### config.mk
export PLATFORM = sky130hd
export DESIGN_NAME = hello_scroll
export DESIGN_NICKNAME = d
export VERILOG_FILES = /design/src/rtl/hello_scroll.sv
export SDC_FILE = /design/constraint.sdc
export NUM_CORES = 1
export LEC_CHECK = 0
export ABC_AREA = 1
export CELL_PAD_IN_SITES_DETAIL_PLACEMENT = 0
export CELL_PAD_IN_SITES_GLOBAL_PLACEMENT = 1
export CORE_UTILIZATION = 41
export CTS_BUF_LIST = sky130_fd_sc_hd__clkbuf_16
export DETAILED_ROUTE_END_ITERATION = 7
export MAX_ROUTING_LAYER = met4
export PLACE_DENSITY_LB_ADDON = 0.1
export SYNTH_ARGS = -nofsm -noshare
export SYNTH_HDL_FRONTEND = slang
export SYNTH_SLANG_ARGS = --single-unit
export TNS_END_PERCENT = 10
### constraint.sdc
create_clock -name CLOCK_50 -period 1.7 [get_ports CLOCK_50]
set_input_delay 0.34 -clock CLOCK_50 [delete_from_list [all_inputs] [get_ports CLOCK_50]]
set_output_delay 0.34 -clock CLOCK_50 [all_outputs]
set_load 0.01 [all_outputs]
### src/rtl/hello_scroll.sv
// Scrolls "HELLO" right-to-left across four active-low 7-segment digits.
// One symbol enters HEX0 per scroll tick; SW[1] pauses everything, SW[0] resets.
module hello_scroll #(
  parameter int         TICK_DIV = 50000000,
  parameter logic [6:0] BLANK    = 7'b1111111
) (
  input  logic       CLOCK_50,
  input  logic [1:0] SW,
  output logic [6:0] HEX0,
  output logic [6:0] HEX1,
  output logic [6:0] HEX2,
  output logic [6:0] HEX3
);

  localparam logic [6:0]  SEG_H    = 7'b0001001;
  localparam logic [6:0]  SEG_E    = 7'b0000110;
  localparam logic [6:0]  SEG_L    = 7'b1000111;
  localparam logic [6:0]  SEG_O    = 7'b1000000;
  localparam logic [25:0] DIV_LAST = 26'(TICK_DIV - 1);

  typedef enum logic [2:0] {S0, S1, S2, S3, S4, S5, S6, S7} state_t;

  logic        rst_n;
  logic        run;
  logic        tick;
  state_t      state_q;
  logic [25:0] div_cnt_q;
  logic [25:0] div_cnt_d;
  logic [6:0]  hex0_q, hex1_q, hex2_q, hex3_q;

  assign rst_n = SW[0];
  assign run   = SW[1];

  // A pause on the terminal count suppresses the tick and holds the count there.
  assign tick = run && (div_cnt_q == DIV_LAST);

  always_comb begin
    div_cnt_d = div_cnt_q;
    if (tick) begin
      div_cnt_d = '0;
    end else if (run) begin
      div_cnt_d = div_cnt_q + 26'd1;
    end
  end

  function automatic logic [6:0] sym_code(input state_t s);
    logic [6:0] code;
    case (s)
      S0:      code = SEG_H;
      S1:      code = SEG_E;
      S2:      code = SEG_L;
      S3:      code = SEG_L;
      S4:      code = SEG_O;
      default: code = BLANK;
    endcase
    return code;
  endfunction

  always_ff @(posedge CLOCK_50 or negedge rst_n) begin
    if (!rst_n) begin
      state_q   <= S0;
      div_cnt_q <= '0;
      hex0_q    <= BLANK;
      hex1_q    <= BLANK;
      hex2_q    <= BLANK;
      hex3_q    <= BLANK;
    end else begin
      div_cnt_q <= div_cnt_d;
      if (tick) begin
        hex3_q  <= hex2_q;
        hex2_q  <= hex1_q;
        hex1_q  <= hex0_q;
        hex0_q  <= sym_code(state_q);
        // 3-bit increment wraps S7 back to S0.
        state_q <= state_t'(state_q + 3'd1);
      end
    end
  end

  assign HEX0 = hex0_q;
  assign HEX1 = hex1_q;
  assign HEX2 = hex2_q;
  assign HEX3 = hex3_q;

endmodule

==> results of run 1 <==
-- cell families after synthesis --
group / after synthesis / synth area share
AO/OA/AOI/OAI: 16 / 0.03496
XOR/XNOR: 3 / 0.008847
adder cells (fa/ha/maj): 6 / 0.02527
buffers and inverters: 72 / 0.1184
flip-flops: 49 / 0.4212
AND/OR/NAND/NOR: 269 / 0.3913
-- path summary, 6_finish.rpt --
| kind | start | to | slack [ns] | cells past startpoint |
|---|---|---|---|---|
| min reg2reg | HEX3[3] | HEX3[3] | 0.46 | 2 |
| max reg2reg | div_cnt_q[0] | state_q[1] | 0.12 | 9 |
| max in group asynchronous | SW[0] | HEX1[6] | 1.38 | 2 |
| max | div_cnt_q[0] | state_q[1] | 0.12 | 9 |
| min | SW[0] | div_cnt_q[19] | 0.02 | 2 |
| min in group CLOCK_50 | HEX3[3] | HEX3[3] | 0.46 | 2 |
-- cell usage after synthesis --
cell	count	area share
sky130_fd_sc_hd__nor3_1	4	0.0067
sky130_fd_sc_hd__nor2_1	65	0.082
sky130_fd_sc_hd__inv_1	54	0.068
sky130_fd_sc_hd__nand2_4	1	0.0038
sky130_fd_sc_hd__o21bai_1	1	0.0025
sky130_fd_sc_hd__xnor2_1	1	0.0029
sky130_fd_sc_hd__nand3b_1	2	0.0051
sky130_fd_sc_hd__dfstp_2	20	0.18
sky130_fd_sc_hd__buf_4	10	0.025
sky130_fd_sc_hd__nand2_1	139	0.18
sky130_fd_sc_hd__nor2_4	4	0.015
sky130_fd_sc_hd__a21oi_1	3	0.0051
sky130_fd_sc_hd__inv_2	1	0.0013
sky130_fd_sc_hd__xor2_1	2	0.0059
sky130_fd_sc_hd__ha_1	6	0.025
sky130_fd_sc_hd__nor2_2	4	0.0084
sky130_fd_sc_hd__clkbuf_1	2	0.0025
sky130_fd_sc_hd__nand4_1	5	0.011
sky130_fd_sc_hd__dfrtp_1	29	0.24
sky130_fd_sc_hd__nand3_1	37	0.062
sky130_fd_sc_hd__o21ai_0	6	0.010
sky130_fd_sc_hd__a21boi_0	1	0.0025
sky130_fd_sc_hd__buf_6	3	0.011
sky130_fd_sc_hd__inv_6	1	0.0029
sky130_fd_sc_hd__nor2_8	1	0.0067
sky130_fd_sc_hd__o21ai_2	5	0.015
sky130_fd_sc_hd__buf_12	1	0.0067
sky130_fd_sc_hd__nand2_2	7	0.015
-- state kept, by name, summed over array words and instances, names as in the netlist --
register / flops
HEX3: 5
div_cnt_q: 26
HEX1: 5
HEX0: 5
state_q: 3
HEX2: 5
-- through the flow --
step | std cells | power [uW] | setup TNS, ns | setup slack (ns)
final | 557 | 2706 | 0 | 0.1217
after global placement | 547 | 1755 | -1.540 | -0.1215
after CTS | 555 | 2727 | 0 | 0.0006469
after detailed placement | 547 | 1758 | -3.404 | -0.1860
after floorplan | 415 | 1610 | 0 | 0.2530
after global routing | 557 | 2847 | 0 | 0.003205
-- layout make-up --
| type | count | area [um2] |
|---|---|---|
| fill | 748 | 3298 |
| inverter | 56 | 215.2 |
| sequential | 49 | 1251 |
| multi-input combinational | 294 | 1375 |
| tap | 96 | 120.1 |
| timing repair buffer | 54 | 508.0 |
| clock buffer | 5 | 125.1 |
| clock inverter | 3 | 13.76 |
-- routing by layer --
metal  wire length, um  vias to the layer above  track usage
li1                  -                     1343            -
met1              3328                     1174       0.2732
met2              3136                       33       0.3150
met3               189                        6      0.02844
met4                53                        0      0.04024
met5                 0                        -            -
-- worst max-delay path, stage by stage, from the launching register on --
cell,delay [ns]
sky130_fd_sc_hd__dfrtp_1,0.39
sky130_fd_sc_hd__ha_1,0.19
sky130_fd_sc_hd__inv_1,0.09
sky130_fd_sc_hd__nor2_4,0.13
sky130_fd_sc_hd__nand2_2,0.12
sky130_fd_sc_hd__nor2_4,0.13
sky130_fd_sc_hd__nand2_4,0.12
sky130_fd_sc_hd__buf_4,0.19
sky130_fd_sc_hd__nand2_1,0.06
sky130_fd_sc_hd__nand2_1,0.05
-- power breakdown --
group | internal, uW | switching, uW
registers | 1250 | 102
clock network | 537 | 429
logic | 143 | 243
-- repair_timing --
| action | 4_1_cts | 5_1_grt |
|---|---|---|
| hold endpoints to repair | 0 | 0 |
| gates cloned | 0 | 0 |
| buffers inserted | 0 | 2 |
| resized for setup | 20 | 11 |
| setup endpoints to repair | 21 | 43 |
| pin swaps | 0 | 3 |
==> metrics.log, run 1 <==
[metrics] overall via count from detail_route: 2556
[metrics] total global routing track utilization: 0.1989
[metrics] number of distinct library cells after synthesis: 28
[metrics] area of the mapped netlist: 2970 um2
[metrics] slew at the pin with the worst max-slew slack: 0.3013 ns
[metrics] required time at the worst-slack endpoint: 1.88 ns
[metrics] data arrival time of the critical path: 1.76 ns
[metrics] final worst path period share: 0.9284
[metrics] type of origin of the critical path: flop
[metrics] layout net count: 469
[metrics] number of global-route vias before repair: 2397
[metrics] count of final max-slew check failures: 0
[metrics] sequential share of the synthesized area: 0.4212
[metrics] clock sink total: 49
[metrics] global route overflow: 0
[metrics] count of unresolved DRC violations after routing: 0
[metrics] outcome: completed
[metrics] min cycle time layout: 1.578 ns
[metrics] final antenna diode count: 0
[metrics] flops & latches, synth: 49
[metrics] Final Instance Area: 3608 um2
[metrics] ratio of total power to cell area: 750.0 nW/um2
[metrics] worst IR drop on VDD: 0.3851 mV
[metrics] wire length per cell: 12.04 um
[metrics] average footprint of a synthesized cell: 7.157 um2
[metrics] most common cell after layout, fill and taps aside: sky130_fd_sc_hd__nand2_1
[metrics] yosys synthesis warning count: 0
[metrics] fmax: 633.6 MHz
[metrics] detailed-route wire length: 6708 um
[metrics] CTS Root Buffer Type: sky130_fd_sc_hd__clkbuf_16
[metrics] detailed-placement wirelength estimate: 5038 um
[metrics] endpoint kind of the worst setup timing path: flop
[metrics] number of buffers inserted by hold repair at cts: 0
[metrics] maximum number of pins on one net before global-route repair: 50
[metrics] Final Hold Slack: 0.02085 ns
[metrics] H-tree depth: 2
[metrics] Final Hold Vio Count: 0
[metrics] die extent in y: 87.12 um
[metrics] post-CTS clock slew at the launch and capture registers of the worst setup and hold paths: 0.07 ns
[metrics] placer's final routability congestion estimate: 0.8719
[metrics] P_leak: 0.002055 uW
[metrics] Inserted Clock Buffers: 5
[metrics] Synthesized Nets: 424
[metrics] startpoint-to-endpoint class of the critical path: reg -> reg
[metrics] Max-slew headroom: 0.7984
[metrics] RSZ-0062 raised after global routing: no
[metrics] wire length of the first global-routing pass: 11390 um
[metrics] post-layout utilization of the core: 0.5225
[metrics] floorplan row count: 30
[metrics] clock latency of the later-clocked register in the worst-skew pair: 0.29 ns
[metrics] number of setup violations in the final report: 0
[metrics] Port Buffer Count: 30
[metrics] area of the core: 6907 um2
[metrics] area growth from synthesis to layout: 21.48%
[metrics] top library cells by usage in the layout, fill and taps aside: 139 x sky130_fd_sc_hd__nand2_1, 62 x sky130_fd_sc_hd__nor2_1, 55 x sky130_fd_sc_hd__inv_1
[metrics] area of the die: 7589 um2
[metrics] number of antenna violations at the first check in global routing: 0
[metrics] clock skew: 0.004495 ns
[metrics] Syn Inst Count: 415
[metrics] CTS tree: done
[metrics] Max FO, Critical Path: 7
[metrics] max capacitance violation total: 0
[metrics] remaining antenna violation count after routing: 0
[metrics] number of vias per cell: 4.589
[metrics] layout cell share with drive strength beyond 1: 0.1692
[metrics] path category of the worst min-delay check: in -> async
[metrics] Clock Tree Buf Depth: 2
[metrics] initial drt markers: 143
[metrics] dpl cell area: 3452 um2
[metrics] I/O pin count: 31
[metrics] die span in x: 87.12 um
[metrics] number of search-and-repair iterations in the first detailed-routing pass: 4
[metrics] starting utilization of the core area: 0.4301
(Power assumes the default switching activity.)
==> run 2, diff against run 1 <==
--- a/config.mk
+++ b/config.mk
@@ -16,4 +16,3 @@
 export SYNTH_ARGS = -nofsm -noshare
 export SYNTH_HDL_FRONTEND = slang
 export SYNTH_SLANG_ARGS = --single-unit
-export TNS_END_PERCENT = 10
==> results of run 2 <==
No change in the layout: final DEF, timing and power equal those of run 1.
